File: src/rtl/bip_prog_loader_pkg.sv
// Shared definitions for the BIP program loader: sync byte, sizes, FSM states, frame helpers.
package bip_prog_loader_pkg;

  localparam int NB_BITS       = 16;
  localparam int NB_BYTE       = 8;
  localparam int INS_MEM_DEPTH = 2048;
  localparam int NB_ADDR       = $clog2(INS_MEM_DEPTH);
  // One extra bit so a full-depth length (2048) fits in the length and word counters
  localparam int NB_LEN        = NB_ADDR + 1;

  localparam logic [NB_BYTE-1:0] SYNC_BYTE = 8'hA5;

  typedef enum logic [2:0] {
    ST_IDLE    = 3'd0,
    ST_LEN_HI  = 3'd1,
    ST_LEN_LO  = 3'd2,
    ST_DATA_HI = 3'd3,
    ST_DATA_LO = 3'd4,
    ST_CKSUM   = 3'd5,
    ST_DONE    = 3'd6,
    ST_ERR     = 3'd7
  } state_e;

  function automatic logic [NB_BYTE-1:0] cksum_step(input logic [NB_BYTE-1:0] acc,
                                                    input logic [NB_BYTE-1:0] b);
    return acc ^ b;
  endfunction

  function automatic logic len_ok(input logic [2*NB_BYTE-1:0] len);
    return (len != 16'd0) && (len <= 16'(INS_MEM_DEPTH));
  endfunction

endpackage

File: src/rtl/bip_prog_loader_if.sv
// Byte-stream input and instruction-memory write bus of the loader.
// master = UART RX / memory side, slave = the loader itself.
interface bip_prog_loader_if;
  import bip_prog_loader_pkg::*;

  logic [NB_BYTE-1:0] i_rx_data;
  logic               i_rx_valid;
  logic               o_mem_wr_en;
  logic [NB_ADDR-1:0] o_mem_addr;
  logic [NB_BITS-1:0] o_mem_wr_data;

  modport master (
    output i_rx_data, i_rx_valid,
    input  o_mem_wr_en, o_mem_addr, o_mem_wr_data
  );

  modport slave (
    input  i_rx_data, i_rx_valid,
    output o_mem_wr_en, o_mem_addr, o_mem_wr_data
  );

endinterface

File: src/rtl/bip_loader_timeout.sv
// Inter-byte idle timer: reloads on clear or while disabled, counts down while enabled,
// and pulses expire_o on the TIMEOUT_CYC-th consecutive idle enabled cycle.
module bip_loader_timeout #(
  parameter int TIMEOUT_CYC = 100000
) (
  input  logic clk_i,
  input  logic rst_ni,
  input  logic clr_i,
  input  logic en_i,
  output logic expire_o
);

  localparam int NB_CNT = $clog2(TIMEOUT_CYC + 1);

  logic [NB_CNT-1:0] cnt_q;
  logic [NB_CNT-1:0] cnt_d;

  always_comb begin
    cnt_d    = cnt_q;
    expire_o = 1'b0;
    if (clr_i || !en_i) begin
      cnt_d = NB_CNT'(TIMEOUT_CYC);
    end else if (cnt_q == NB_CNT'(1)) begin
      expire_o = 1'b1;
      cnt_d    = NB_CNT'(TIMEOUT_CYC);
    end else begin
      cnt_d = cnt_q - NB_CNT'(1);
    end
  end

  always_ff @(posedge clk_i or negedge rst_ni) begin
    if (!rst_ni) begin
      cnt_q <= NB_CNT'(TIMEOUT_CYC);
    end else begin
      cnt_q <= cnt_d;
    end
  end

endmodule

File: src/rtl/bip_prog_loader.sv
// BIP program loader: parses SYNC/LEN/words frames from a byte stream, writes instruction memory
// from address 0 and releases the CPU reset on success. BIP_LOADER_CKSUM_EN adds a trailing XOR byte.
module bip_prog_loader
  import bip_prog_loader_pkg::*;
#(
  parameter int TIMEOUT_CYC = 100000
) (
  input  logic               i_clk,
  input  logic               i_rst_n,
  bip_prog_loader_if.slave   bus,
  output logic               o_cpu_rst,
  output logic               o_done,
  output logic               o_err
);

  state_e             state_q, state_d;
  logic [NB_BYTE-1:0] hi_q, hi_d;
  logic [NB_LEN-1:0]  len_q, len_d;
  logic [NB_LEN-1:0]  word_idx_q, word_idx_d;
  logic [NB_BYTE-1:0] cksum_q, cksum_d;
  logic               wr_en_q, wr_en_d;
  logic [NB_ADDR-1:0] addr_q, addr_d;
  logic [NB_BITS-1:0] wr_data_q, wr_data_d;
  logic               cpu_rst_q, cpu_rst_d;
  logic               done_q, done_d;
  logic               err_q, err_d;

  logic                 rx_s;
  logic [NB_BYTE-1:0]   byte_s;
  logic [2*NB_BYTE-1:0] len_full_s;
  logic                 to_en_s;
  logic                 to_expire_s;

  assign rx_s       = bus.i_rx_valid;
  assign byte_s     = bus.i_rx_data;
  assign len_full_s = {hi_q, byte_s};
  assign to_en_s    = state_q inside {ST_LEN_HI, ST_LEN_LO, ST_DATA_HI, ST_DATA_LO, ST_CKSUM};

  bip_loader_timeout #(
    .TIMEOUT_CYC (TIMEOUT_CYC)
  ) u_timeout (
    .clk_i    (i_clk),
    .rst_ni   (i_rst_n),
    .clr_i    (rx_s),
    .en_i     (to_en_s),
    .expire_o (to_expire_s)
  );

  always_comb begin
    state_d    = state_q;
    hi_d       = hi_q;
    len_d      = len_q;
    word_idx_d = word_idx_q;
    cksum_d    = cksum_q;
    wr_en_d    = 1'b0;
    addr_d     = addr_q;
    wr_data_d  = wr_data_q;
    cpu_rst_d  = cpu_rst_q;
    done_d     = done_q;
    err_d      = err_q;

    case (state_q)
      // Resting states: only a sync byte starts a (re)load, which re-asserts the CPU reset
      ST_IDLE, ST_DONE, ST_ERR: begin
        if (rx_s && (byte_s == SYNC_BYTE)) begin
          state_d    = ST_LEN_HI;
          cpu_rst_d  = 1'b1;
          done_d     = 1'b0;
          err_d      = 1'b0;
          word_idx_d = '0;
          addr_d     = '0;
          cksum_d    = 8'h00;
        end else begin
          state_d = state_q;
        end
      end

      ST_LEN_HI: begin
        if (rx_s) begin
          hi_d    = byte_s;
          cksum_d = cksum_step(cksum_q, byte_s);
          state_d = ST_LEN_LO;
        end else if (to_expire_s) begin
          state_d = ST_ERR;
          err_d   = 1'b1;
        end else begin
          state_d = state_q;
        end
      end

      ST_LEN_LO: begin
        if (rx_s) begin
          cksum_d = cksum_step(cksum_q, byte_s);
          if (len_ok(len_full_s)) begin
            len_d   = len_full_s[NB_LEN-1:0];
            state_d = ST_DATA_HI;
          end else begin
            state_d = ST_ERR;
            err_d   = 1'b1;
          end
        end else if (to_expire_s) begin
          state_d = ST_ERR;
          err_d   = 1'b1;
        end else begin
          state_d = state_q;
        end
      end

      ST_DATA_HI: begin
        if (rx_s) begin
          hi_d    = byte_s;
          cksum_d = cksum_step(cksum_q, byte_s);
          state_d = ST_DATA_LO;
        end else if (to_expire_s) begin
          state_d = ST_ERR;
          err_d   = 1'b1;
        end else begin
          state_d = state_q;
        end
      end

      // The low byte completes a word: write it next cycle, and on the last word finish in that same cycle
      ST_DATA_LO: begin
        if (rx_s) begin
          cksum_d    = cksum_step(cksum_q, byte_s);
          wr_en_d    = 1'b1;
          addr_d     = word_idx_q[NB_ADDR-1:0];
          wr_data_d  = {hi_q, byte_s};
          word_idx_d = word_idx_q + NB_LEN'(1);
          if (word_idx_q == (len_q - NB_LEN'(1))) begin
`ifdef BIP_LOADER_CKSUM_EN
            state_d = ST_CKSUM;
`else
            state_d   = ST_DONE;
            done_d    = 1'b1;
            cpu_rst_d = 1'b0;
`endif
          end else begin
            state_d = ST_DATA_HI;
          end
        end else if (to_expire_s) begin
          state_d = ST_ERR;
          err_d   = 1'b1;
        end else begin
          state_d = state_q;
        end
      end

`ifdef BIP_LOADER_CKSUM_EN
      ST_CKSUM: begin
        if (rx_s) begin
          if (byte_s == cksum_q) begin
            state_d   = ST_DONE;
            done_d    = 1'b1;
            cpu_rst_d = 1'b0;
          end else begin
            state_d = ST_ERR;
            err_d   = 1'b1;
          end
        end else if (to_expire_s) begin
          state_d = ST_ERR;
          err_d   = 1'b1;
        end else begin
          state_d = state_q;
        end
      end
`endif

      default: begin
        state_d   = ST_ERR;
        err_d     = 1'b1;
        done_d    = 1'b0;
        cpu_rst_d = 1'b1;
      end
    endcase
  end

  always_ff @(posedge i_clk or negedge i_rst_n) begin
    if (!i_rst_n) begin
      state_q    <= ST_IDLE;
      hi_q       <= 8'h00;
      len_q      <= '0;
      word_idx_q <= '0;
      cksum_q    <= 8'h00;
      wr_en_q    <= 1'b0;
      addr_q     <= '0;
      wr_data_q  <= 16'h0000;
      cpu_rst_q  <= 1'b1;
      done_q     <= 1'b0;
      err_q      <= 1'b0;
    end else begin
      state_q    <= state_d;
      hi_q       <= hi_d;
      len_q      <= len_d;
      word_idx_q <= word_idx_d;
      cksum_q    <= cksum_d;
      wr_en_q    <= wr_en_d;
      addr_q     <= addr_d;
      wr_data_q  <= wr_data_d;
      cpu_rst_q  <= cpu_rst_d;
      done_q     <= done_d;
      err_q      <= err_d;
    end
  end

  assign bus.o_mem_wr_en   = wr_en_q;
  assign bus.o_mem_addr    = addr_q;
  assign bus.o_mem_wr_data = wr_data_q;
  assign o_cpu_rst         = cpu_rst_q;
  assign o_done            = done_q;
  assign o_err             = err_q;

endmodule

File: src/flat_wrapper.sv
// flat-port wrapper written by rule: the top's interface ports become plain ports
module bip_prog_loader_flat import bip_prog_loader_pkg::*;
#(
  parameter int TIMEOUT_CYC = 100000
)
  (i_clk, i_rst_n, o_cpu_rst, o_done, o_err, bus_i_rx_data, bus_i_rx_valid, bus_o_mem_wr_en, bus_o_mem_addr, bus_o_mem_wr_data);
  bip_prog_loader_if bus_i ();
  input  logic i_clk;
  input  logic i_rst_n;
  output logic o_cpu_rst;
  output logic o_done;
  output logic o_err;
  input wire logic [$bits(bus_i.i_rx_data)-1:0] bus_i_rx_data;
  input wire logic [$bits(bus_i.i_rx_valid)-1:0] bus_i_rx_valid;
  output wire logic [$bits(bus_i.o_mem_wr_en)-1:0] bus_o_mem_wr_en;
  output wire logic [$bits(bus_i.o_mem_addr)-1:0] bus_o_mem_addr;
  output wire logic [$bits(bus_i.o_mem_wr_data)-1:0] bus_o_mem_wr_data;
  assign bus_i.i_rx_data = bus_i_rx_data;
  assign bus_i.i_rx_valid = bus_i_rx_valid;
  assign bus_o_mem_wr_en = bus_i.o_mem_wr_en;
  assign bus_o_mem_addr = bus_i.o_mem_addr;
  assign bus_o_mem_wr_data = bus_i.o_mem_wr_data;
  bip_prog_loader #(.TIMEOUT_CYC(TIMEOUT_CYC)) u_core (.i_clk(i_clk), .i_rst_n(i_rst_n), .bus(bus_i), .o_cpu_rst(o_cpu_rst), .o_done(o_done), .o_err(o_err));
endmodule
File: config.mk
export PLATFORM = sky130hd
export DESIGN_NAME = bip_prog_loader_flat
export DESIGN_NICKNAME = d
export VERILOG_FILES = /design/src/rtl/bip_prog_loader_pkg.sv /design/src/rtl/bip_prog_loader_if.sv /design/src/rtl/bip_loader_timeout.sv /design/src/rtl/bip_prog_loader.sv /design/src/flat_wrapper.sv
export SDC_FILE = /design/constraint.sdc
export NUM_CORES = 1
export LEC_CHECK = 0
export CELL_PAD_IN_SITES_DETAIL_PLACEMENT = 0
export CELL_PAD_IN_SITES_GLOBAL_PLACEMENT = 1
export CORE_AREA = 2 2 113 115
export CTS_BUF_LIST = sky130_fd_sc_hd__clkbuf_16
export CTS_CLUSTER_SIZE = 30
export DETAILED_ROUTE_END_ITERATION = 10
export DIE_AREA = 0 0 115 117
export PLACE_DENSITY_LB_ADDON = 0.1
export SYNTH_ARGS = -nofsm -noshare
export SYNTH_HDL_FRONTEND = slang
export SYNTH_SLANG_ARGS = --single-unit
File: constraint.sdc
create_clock -name i_clk -period 4 [get_ports i_clk]
set_input_delay 0.6 -clock i_clk [delete_from_list [all_inputs] [get_ports i_clk]]
set_output_delay 0.6 -clock i_clk [all_outputs]
set_load 0.05 [all_outputs]
Word level (Yosys, flattened, before mapping)
Cells that the tools add are included.
{ "totals": {"out_inout_bits": 31, "memories": 0, "input_bits": 11, "elab_cells": 83, "mem_bits_ro": 0, "register_bits": 83, "latch_bits": 0, "ram_bits": 0} }
{ "classes": {"order_cmp": 1, "addsub": 3, "n_div": 0, "bitwise": 1, "shifts": 0, "n_reduce_logical": 18, "muxes": 34, "n_eq_ne": 15, "multipliers": 0} }
{ "ops": {"columns": ["operator", "count"], "rows": [
  ["2-to-1 mux 17 bit", 2],
  ["2-to-1 mux 12 bit", 2],
  ["2-to-1 mux 3 bit", 8],
  ["one-hot mux 12 bit (2 select lines)", 1],
  ["2-to-1 mux 11 bit", 2],
  ["one-hot mux 11 bit (2 select lines)", 1],
  ["== test 17 x 1 -> 1 bit (second input constant)", 1],
  ["subtractor 17 x 1 -> 17 bit (second input constant)", 1],
  ["less-or-equal comparator 16 x 12 -> 1 bit (second input constant)", 1],
  ["nonzero test 16 bit", 1],
  ["one-hot mux 3 bit (5 select lines)", 1],
  ["2-to-1 mux 1 bit", 14],
  ["adder 12 x 1 -> 12 bit (second input constant)", 1],
  ["== test 12 bit", 1],
  ["== test 3 bit (second input constant)", 4],
  ["subtractor 12 x 1 -> 12 bit (second input constant)", 1],
  ["one-hot mux 1 bit (3 select lines)", 3],
  ["AND reduction 3 bit", 3],
  ["OR reduction 3 bit", 3],
  ["== test 8 bit (second input constant)", 1],
  ["== test 3 x 2 -> 1 bit (second input constant)", 2],
  ["inequality test 2 bit (second input constant)", 3],
  ["nonzero test 5 bit", 1],
  ["AND reduction 2 bit", 2],
  ["11 further kinds", 12]
]} }

Longest topological paths before layout
Gate-level depths: netlist of the first run.
{ "depth": {"ltp_word": 8, "ltp_mapped": 9, "ltp_nobuf": 8} }

By module
A second synthesis of the first run with hierarchy kept.
{ "hier_totals": {"hier_cells": 412, "area_unflattened_um2": 4122.7} }
{ "by_module_without_submodules": {"columns": ["module", "n_inst", "area_per_inst_um2", "cells_each", "seq_area_each_um2"], "rows": [
  ["bip_prog_loader", 1, 3244.4, 326, 1652.8],
  ["bip_loader_timeout", 1, 878.3, 86, 432.9]
]} }

Worst setup path after synthesis of the first run
No wires, ideal clock.
{ "synth_timing": {"path_kind": "in2reg", "from": "in bus_i_rx_data[1]", "to": "reg u_core.len_q[3]", "setup_ns": 0.125, "t_arrival_ns": 2.285, "n_path_buf": 1, "stages": 7, "setup_slack_ns": 1.590, "cell_sequence": "nor4_1 nand3_1 xor2_1 nand4_1 nor3b_2 buf_6 mux2_2"} }
{ "synth_between": {"elab_chain_len": 3, "elab_cells_between_ends": 4} }
{ "synth_rtl": {"columns": ["item", "line", "rtl"], "rows": [
  ["start: declaration", "flat_wrapper.sv:13", "input wire logic [$bits(bus_i.i_rx_data)-1:0] bus_i_rx_data;"],
  ["less-or-equal comparator 16 x 12 -> 1 bit / nonzero test 16 bit (equally long branches)", "bip_prog_loader_pkg.sv:30", "return (len != 16'd0) && (len <= 16'(INS_MEM_DEPTH));"],
  ["logical AND 1 bit (*)", "bip_prog_loader_pkg.sv:30", null],
  ["AND reduction 3 bit (no line) (*)", null, null],
  ["end signal: assignment", "bip_prog_loader.sv:194", "len_q <= len_d;"],
  ["end: declaration", "bip_prog_loader.sv:18", "logic [NB_LEN-1:0] len_q, len_d;"]
]} }
Mark *: on every way between the ends. The rest lies on a longest branch, timed or not.
A chain may end at the register's enable or synchronous reset.

Worst setup path in the final report of the first run
Same ends and word-level chain as after synthesis.

==> results of run 1 <==
-- state kept, by name, indices dropped and copies added, names as in the netlist --
signal / flops
u_core.bus.o_mem_wr_en: 1
u_core.len_q: 12
u_core.o_err: 1
u_core.bus.o_mem_addr: 11
u_core.state_q: 3
u_core.hi_q: 8
u_core.o_done: 1
u_core.bus.o_mem_wr_data: 16
u_core.u_timeout.cnt_q: 17
u_core.o_cpu_rst: 1
u_core.word_idx_q: 12
-- final cells by class --
class	instances	area [sq um]
Fill cell	1225	7250
Sequential cell	83	2090
Multi-Input combinational cell	265	2010
Timing Repair Buffer	46	445
Clock buffer	9	225
Tap cell	150	188
Clock inverter	7	57.6
Inverter	12	45.0
-- placed cells by master (no fill, tap or decap), types with 3 or more instances in the layout --
master | Yosys | final
clkdlybuf4s50_1 | 0 | 40
o21ai_0 | 13 | 13
inv_1 | 11 | 11
nor4_1 | 6 | 6
xor2_1 | 12 | 12
and2_1 | 4 | 4
clkbuf_16 | 0 | 9
nand2b_1 | 5 | 5
buf_4 | 0 | 6
or3_1 | 7 | 7
inv_6 | 0 | 3
and4_1 | 4 | 4
dfstp_2 | 7 | 7
a22o_1 | 12 | 12
nor3_1 | 9 | 9
nor2_1 | 35 | 35
a31oi_1 | 5 | 5
dfrtp_1 | 76 | 76
nand2_1 | 14 | 14
a21oi_1 | 11 | 11
nand3_1 | 16 | 16
xnor2_1 | 22 | 22
ha_1 | 4 | 4
mux2_2 | 37 | 37
-- final timing paths --
kind,startpoint,to,slack [ns],cells after the start
setup / recovery,bus_i_rx_data[1],u_core.len_q[3]$_DFFE_PN0P_,1.26,8
hold / removal,i_rst_n,u_core.bus.o_mem_addr[1]$_DFFE_PN0P_,0.36,1
setup reg to reg,u_core.len_q[0]$_DFFE_PN0P_,u_core.o_done$_DFFE_PN0P_,1.60,8
hold reg to reg,u_core.bus.o_mem_addr[4]$_DFFE_PN0P_,u_core.bus.o_mem_addr[4]$_DFFE_PN0P_,0.50,1
max in group asynchronous,i_rst_n,u_core.u_timeout.cnt_q[5]$_DFF_PN1_,2.79,2
min in group i_clk,u_core.bus.o_mem_addr[4]$_DFFE_PN0P_,u_core.bus.o_mem_addr[4]$_DFFE_PN0P_,0.50,1
-- stage by stage --
stage                     std cells  power, mW  worst slack [ns]  hold WS (ns)  area (sq um)
after floorplan                 377       2.07              1.59         0.304          4230
after global routing            572       3.42              1.04         0.439          5060
after CTS                       572       3.27              1.23         0.403          5060
after global placement          556       2.43             0.890         0.481          4780
final                           572       3.22              1.26         0.358          5060
after detailed placement        556       2.44             0.863         0.481          4780
-- where the power goes --
group          leakage (nW)  total [mW]  switching (mW)  internal [mW]
clock network         0.136       0.801           0.370          0.431
logic                 0.879        1.18           0.681          0.495
registers              1.06        1.24           0.209           1.03
total                  2.08        3.22            1.26           1.96
-- cell families (layout without fill, tap and decap cells) --
logic type | after synthesis | after routing | share of synthesized area (%)
and+or+nand+nor | 125 | 125 | 17.5
adders and majority gates | 4 | 4 | 1.18
muxes | 37 | 37 | 9.85
buffers and inverters | 29 | 74 | 3.08
xor gates and xnor gates | 34 | 34 | 7.04
AOI/OAI and AO/OA | 65 | 65 | 12.0
DFF | 83 | 83 | 49.3
-- per-layer routing --
layer | part of all wire [%] | vias up | track usage (%)
li1 | - | 1454 | -
met1 | 50 | 1465 | 20.9
met2 | 46 | 54 | 24.3
met3 | 3.2 | 9 | 3.96
met4 | 1.4 | 0 | 5.38
met5 | 0 | - | 0
==> impl_metrics.yaml, run 1 <==
worst_setup_path:
  crit_buf_inv: 2
  slowest_delay_ns: 0.54
  critPathLaunchType: "input port"
  critPathTopFamily: "simple AND/OR/NAND/NOR gates"
  worst_ep_arrival_time_ns: 2.98
  crit_chain: "clkdlybuf4s50_1, nor4_1, nand3_1, xor2_1, nand4_1, nor3b_2, buf_4, mux2_2"
  end_kind: "flip-flop"
  cp_max_fo: 12
  crit_required_ns: 4.23
  critical_path.slowest_cell: "nor4_1"
  path_class: "in2reg"
synthesis:
  synth_area_per_cell_sq_um: 11.2
  ys_seq_area_share_pct: 49.3
  syn_nets: 392
  synth_common_cells: "dfrtp_1, mux2_2, nor2_1"
  ys_ff_latch: 83
  synth_top_cell_by_area: "dfrtp_1"
  synth_ff_type: "dfrtp_1"
  ys_top_cells_by_area: "dfrtp_1, mux2_2, xnor2_1"
  ys_warn_count: 0
  yosysMostFrequentCell: "dfrtp_1"
  async_reset_ff_share_pct: 100
  synthDistinctLibCells: 65
  synthCells: 377
  synth_edf_count: 0
  yosysTopAreaCellShare_pct: 45.0
  syn-cell-area_sq_um: 4230
pwr:
  peakVddDrop_mv: 0.347
  leakagePower_nw: 2.08
  p_per_area_nw_per_um2: 636
clock_tree:
  htree_levels: 3
  cts_resized: 0
  cts.sinks: 83
  cts_hold_buf: 0
  clock_path_buffers: 2
  cts_tree: "yes"
  numCtsBuffers: 9
  root_buffer: "clkbuf_16"
  clk_pin_slew_ns: 0.07
  cts_setup_buffers: 0
  clkLatencyLatePin_ns: 0.35
outcome:
  status: "completed"
timing:
  max_slew.worst_pin.slew_ns: 0.891
  fin_crit_sh_pct: 68.6
  skew_ns: 0.00595
  layout_min_cycle_time_ns: 2.74
  fmax_ghz: 0.364
  drv_slew: 0
  relSlewSlack_pct: 40.4
  rsz0062_at_grt: "no"
  hold_violations: 0
  finalSetupTns_ns: 0
  setup_violations: 0
worst_hold_path:
  hold_path.class: "in2async"
floorplanning:
  fp-row-count: 41
  io_pins: 42
  start_util_pct: 34.3
  core_sq_um: 12300
  die_w_microns: 115
  die_area_sq_um: 13500
  die_h_microns: 117
global_route:
  grt_pass1_wl_microns: 15900
  grt_max_degree: 70
  overflow: 0
  grtUsageTotal_pct: 15.5
  grt_pass1_vias: 2995
  antenna_found_initial: 0
drt:
  vias: 2982
  drt_iter0_markers: 103
  ant_nets: 0
  drc: 0
  drt_pass1_iterations: 4
  wire_per_inst_microns: 16.6
  totalWireLength_microns: 9490
  avgViaCountPerCell: 5.21
finish:
  post-route-util_pct: 41.1
  nNetsFinal: 432
  area_growth_pct: 19.7
  drive_above_1_share_pct: 20.6
  diodes: 0
placement:
  dp_hpwl_microns: 6830
  routabilityCongestion: 0.814
  port_buffers: 41
run:
  maxCapViolCount: 0
Note: power is estimated with default switching activity, not from simulation.
==> run 2, diff against run 1 <==
- clock period: 4 -> 2.8 ns (I/O delays scaled with it)
==> run 2 against run 1 <==
  * Global-route usage grew 1.0 points
  * Combinational power grew 47%
  * Power grew 44%
  * Clock skew grew 0.0029 ns
  * Non-clock buffer count grew 15
  * Sequential share of layout area shrank 1.1 points
  * Sequential power grew 41%
  * Clock power grew 45%
  * Critical path type is now reg2reg
  * Critical endpoint is now u_core.o_cpu_rst$_DFFE_PN1P_
==> impl_metrics.yaml, run 2 (synthesis gave the netlist of run 1 again) <==
clock_tree:
  cts_hold_buf: 0
  clock_path_buffers: 2
  clk_pin_slew_ns: 0.06
  cts_setup_buffers: 0
  htree_levels: 3
  cts.sinks: 83
  numCtsBuffers: 9
  root_buffer: "clkbuf_16"
  cts_tree: "yes"
  clkLatencyLatePin_ns: 0.35
  cts_resized: 0
global_route:
  antenna_found_initial: 0
  grt_max_degree: 53
  grtUsageTotal_pct: 16.5
  grt_pass1_wl_microns: 16900
  overflow: 0
  grt_pass1_vias: 3129
finish:
  final_cell_mix: "dfrtp_1, clkdlybuf4s50_1, mux2_2, nor2_1, xnor2_1"
  layout_commonest_cell: "dfrtp_1"
  n_fill_cell: 1193
  diodes: 0
  finalInstanceArea_sq_um: 5190
  top_register: "u_core.u_timeout.cnt_q"
  drive_above_1_share_pct: 23.0
  final-seq-area_sq_um: 2090
  largest_reg_flops: 17
  multi_input_area_sq_um: 2010
  nNetsFinal: 447
  area_growth_pct: 22.8
timing:
  hold_violations: 0
  finalSetupTns_ns: 0
  setup_violations: 0
  relSlewSlack_pct: 42.1
  layout_min_cycle_time_ns: 2.40
  rsz0062_at_grt: "no"
  hold-worst-slack_ns: 0.0132
  drv_slew: 0
  skew_ns: 0.00888
  fmax_ghz: 0.416
  fin_crit_sh_pct: 85.8
  max_slew.worst_pin.slew_ns: 0.865
floorplanning:
  fp-row-count: 41
  die_w_microns: 115
  io_pins: 42
  start_util_pct: 34.3
  core_sq_um: 12300
  die_area_sq_um: 13500
  die_h_microns: 117
run:
  maxCapViolCount: 0
worst_setup_path:
  worst_ep_arrival_time_ns: 2.68
  crit_required_ns: 3.07
  critPathLaunchType: "flip-flop"
  path_class: "reg2reg"
  timing.rr.start: "u_core.len_q[1]$_DFFE_PN0P_"
  end_kind: "flip-flop"
  cp_max_fo: 7
  cp-startpoint: "u_core.len_q[1]$_DFFE_PN0P_"
drt:
  drc: 0
  drt_pass1_iterations: 4
  vias: 3053
  ant_nets: 0
  totalWireLength_microns: 9970
  drt_iter0_markers: 151
  avgViaCountPerCell: 5.22
  wire_per_inst_microns: 17.0
pwr:
  leakagePower_nw: 2.16
  finalPower_mw: 4.65
  peakVddDrop_mv: 0.552
  p_per_area_nw_per_um2: 895
placement:
  dp_hpwl_microns: 7230
  dpl-instance-area_sq_um: 4910
  routabilityCongestion: 0.785
  port_buffers: 41
outcome:
  status: "completed"
worst_hold_path:
  hold_path.class: "in2async"
## run 2: per-layer routing
metal,wire (microns),share of wire (%),vias up,global-route usage (%)
met2,4620,46,49,25.8
met4,173,1.7,0,6.99
li1,-,-,1480,-
met3,262,2.6,11,3.09
met5,0,0,-,0
met1,4910,49,1513,22.6
## run 2: report_power, final
part | switching, mW | total (mW) | internal (mW) | leakage, nW
logic | 1.01 | 1.74 | 0.736 | 0.959
registers | 0.268 | 1.75 | 1.48 | 1.06
clock network | 0.481 | 1.16 | 0.679 | 0.135
total | 1.75 | 4.65 | 2.89 | 2.16
## run 2: cell type report
type	instances	area share, %
sequential	83	40.2
multi-input combinational	265	38.7
timing repair buffer	61	11.2
clock buffer	9	4.34
tap	150	3.61
clock inverter	5	1.06
inverter	12	0.867
## run 2: path summary, 6_finish.rpt
path	slack (ns)	cells after the start	to
min in group i_clk	0.49	1	u_core.bus.o_mem_addr[3]$_DFFE_PN0P_
max	0.40	8	u_core.o_cpu_rst$_DFFE_PN1P_
min	0.01	1	u_core.bus.o_mem_wr_en$_DFF_PN0_
min reg2reg	0.49	1	u_core.bus.o_mem_addr[3]$_DFFE_PN0P_
max reg2reg	0.40	8	u_core.o_cpu_rst$_DFFE_PN1P_
max in group asynchronous	2.10	2	u_core.u_timeout.cnt_q[15]$_DFF_PN1_
## run 2: worst max-delay path: stages, from the launching register on
cell and delay (ns):
dfrtp_1 0.46, inv_1 0.11, ha_1 0.33, nor4b_2 0.38, nand2_1 0.12, o311ai_1 0.37
a2bb2oi_2 0.22, nand3_1 0.14, a21o_1 0.20
## run 2: metrics by stage
step	utilization, %	cells	setup slack (ns)
final	42.2	585	0.396
after global routing	42.2	585	0.173
after CTS	42.2	585	0.398
after detailed placement	39.9	571	0.0651
after global placement	39.9	571	0.0894
after floorplan	-	377	0.570
==> run 3, diff against run 2 <==
- PLACE_DENSITY_LB_ADDON: 0.1 -> 0.3
==> run 3 against run 2 <==
  * Wire length decreased by 7.3%
  * Critical path type is now in2reg
  * Register-to-register slack improved by 0.03 ns
  * Clock skew decreased by 0.00094 ns
  * Largest cell class unchanged
  * Worst hold slack improved by 0.24 ns
  * Sequential power about the same
  * Power increased by 0.15%
  * Non-clock buffer count decreased by 1
==> impl_metrics.yaml, run 3 (synthesis gave the netlist of run 1 again) <==
global_route:
  overflow: 0
  grtUsageTotal_pct: 15.1
  grt_max_degree: 82
  grt_pass1_vias: 3087
  grt_pass1_wl_microns: 15600
  antenna_found_initial: 0
worst_setup_path:
  crit_chain: "clkdlybuf4s50_1, nor4_1, buf_4, nand3_1, xor2_1, nand4_1, nor3b_2, buf_4, mux2_2"
  cp_max_fo: 13
  path_class: "in2reg"
  slowest_delay_ns: 0.45
  cpMostUsedCell: "buf_4"
  crit_buf_inv: 3
  crit_required_ns: 3.03
  end_kind: "flip-flop"
  worst_ep_arrival_time_ns: 2.61
  critPathTopFamily: "buffers and inverters"
  critPathLaunchType: "input port"
  critical_path.slowest_cell: "clkdlybuf4s50_1"
pwr:
  leakagePower_nw: 2.16
  seq_power_share_pct: 37.9
  switchingPower_mw: 1.76
  p_sw_share_pct: 37.8
  comb_power_share_pct: 36.5
  finalPower_mw: 4.66
  pwr-share-clk_pct: 25.7
  intPower_mw: 2.90
  p_per_area_nw_per_um2: 898
  peakVddDrop_mv: 0.640
floorplanning:
  io_pins: 42
  fp-row-count: 41
  die_area_sq_um: 13500
  die_h_microns: 117
  core_sq_um: 12300
  die_w_microns: 115
  start_util_pct: 34.3
drt:
  avgViaCountPerCell: 5.25
  totalWireLength_microns: 9230
  ant_nets: 0
  drc: 0
  drt_pass1_iterations: 4
  wire_per_inst_microns: 15.8
  vias: 3076
  drt_iter0_markers: 191
outcome:
  status: "completed"
finish:
  largest_reg_flops: 17
  drive_above_1_share_pct: 23.2
  finalInstanceArea_sq_um: 5180
  post-route-util_pct: 42.1
  n_fill_cell: 1203
  top_register: "u_core.u_timeout.cnt_q"
  area_growth_pct: 22.6
  final_cell_mix: "dfrtp_1, clkdlybuf4s50_1, mux2_2, nor2_1, xnor2_1"
  final-instance-count-excl-fill: 586
  diodes: 0
  layout_commonest_cell: "dfrtp_1"
  nNetsFinal: 446
run:
  maxCapViolCount: 0
clock_tree:
  root_buffer: "clkbuf_16"
  cts.sinks: 83
  cts_setup_buffers: 0
  numCtsBuffers: 9
  clock_path_buffers: 2
  cts_resized: 0
  cts_hold_buf: 0
  clk_pin_slew_ns: 0.06
  clkLatencyLatePin_ns: 0.34
  htree_levels: 3
  cts_tree: "yes"
timing:
  relSlewSlack_pct: 31.0
  fmax_ghz: 0.421
  skew_ns: 0.00794
  max_slew.worst_pin.slew_ns: 1.04
  setup_violations: 0
  finalSetupTns_ns: 0
  fin_crit_sh_pct: 84.9
  layout_min_cycle_time_ns: 2.38
  drv_slew: 0
  hold_violations: 0
  rsz0062_at_grt: "no"
placement:
  port_buffers: 41
  dpl-instance-area_sq_um: 4880
  dp_hpwl_microns: 6650
  routabilityCongestion: 0.800
  dp.cells: 570
worst_hold_path:
  hold_path.class: "in2async"
[run 3: cell type report]
type	instances	area, sq um	area share [%]
timing repair buffer	60	551	10.6
tap	150	188	3.62
sequential	83	2090	40.2
clock buffer	9	225	4.35
clock inverter	7	76.3	1.47
multi-input combinational	265	2010	38.8
inverter	12	45.0	0.869
[run 3: path summary, 6_finish.rpt]
| check | cells after the start | startpoint | end | slack [ns] |
|---|---|---|---|---|
| setup / recovery | 9 | bus_i_rx_data[1] | u_core.len_q[3]$_DFFE_PN0P_ | 0.42 |
| max in group asynchronous | 2 | i_rst_n | u_core.u_timeout.cnt_q[9]$_DFF_PN1_ | 1.77 |
| setup reg to reg | 8 | u_core.len_q[1]$_DFFE_PN0P_ | u_core.o_cpu_rst$_DFFE_PN1P_ | 0.43 |
| hold / removal | 1 | i_rst_n | u_core.bus.o_mem_addr[3]$_DFFE_PN0P_ | 0.25 |
| hold reg to reg | 1 | u_core.bus.o_mem_addr[4]$_DFFE_PN0P_ | u_core.bus.o_mem_addr[4]$_DFFE_PN0P_ | 0.50 |
| min in group i_clk | 1 | u_core.bus.o_mem_addr[4]$_DFFE_PN0P_ | u_core.bus.o_mem_addr[4]$_DFFE_PN0P_ | 0.50 |
[run 3: per-stage QoR]
| stage | hold slack [ns] | worst slack (ns) |
|---|---|---|
| finish | 0.255 | 0.423 |
| global route | 0.345 | 0.196 |
| CTS | 0.300 | 0.417 |
| detailed placement | 0.489 | 0.0585 |
| global placement | 0.482 | 0.115 |
| floorplan | 0.124 | 0.570 |
[run 3: worst reg2reg max path: cells and delay by family (launching register included)]
family	cells	cell delay [ns]
buffers and inverters	1	0.12
AOI/OAI and AO/OA	3	0.78
adders and majority gates	1	0.32
DFF	1	0.44
and+or+nand+nor	3	0.64
[run 3: power groups by stage]
stage,clock (mW),sequential (mW),combinational (mW)
2_1_floorplan,0,2.14,0.820
6_report,1.20,1.76,1.70
5_1_grt,1.29,1.81,1.84
4_1_cts,1.24,1.77,1.71
3_3_place_gp,0,1.78,1.68
3_5_place_dp,0,1.78,1.70
[run 3: layer usage]
metal,global-route usage (%),part of all wire (%),vias to the layer above
met5,0,0,-
met4,7.63,2.3,0
met3,2.78,3.5,13
met2,22.9,45,56
met1,20.7,49,1514
li1,-,-,1493
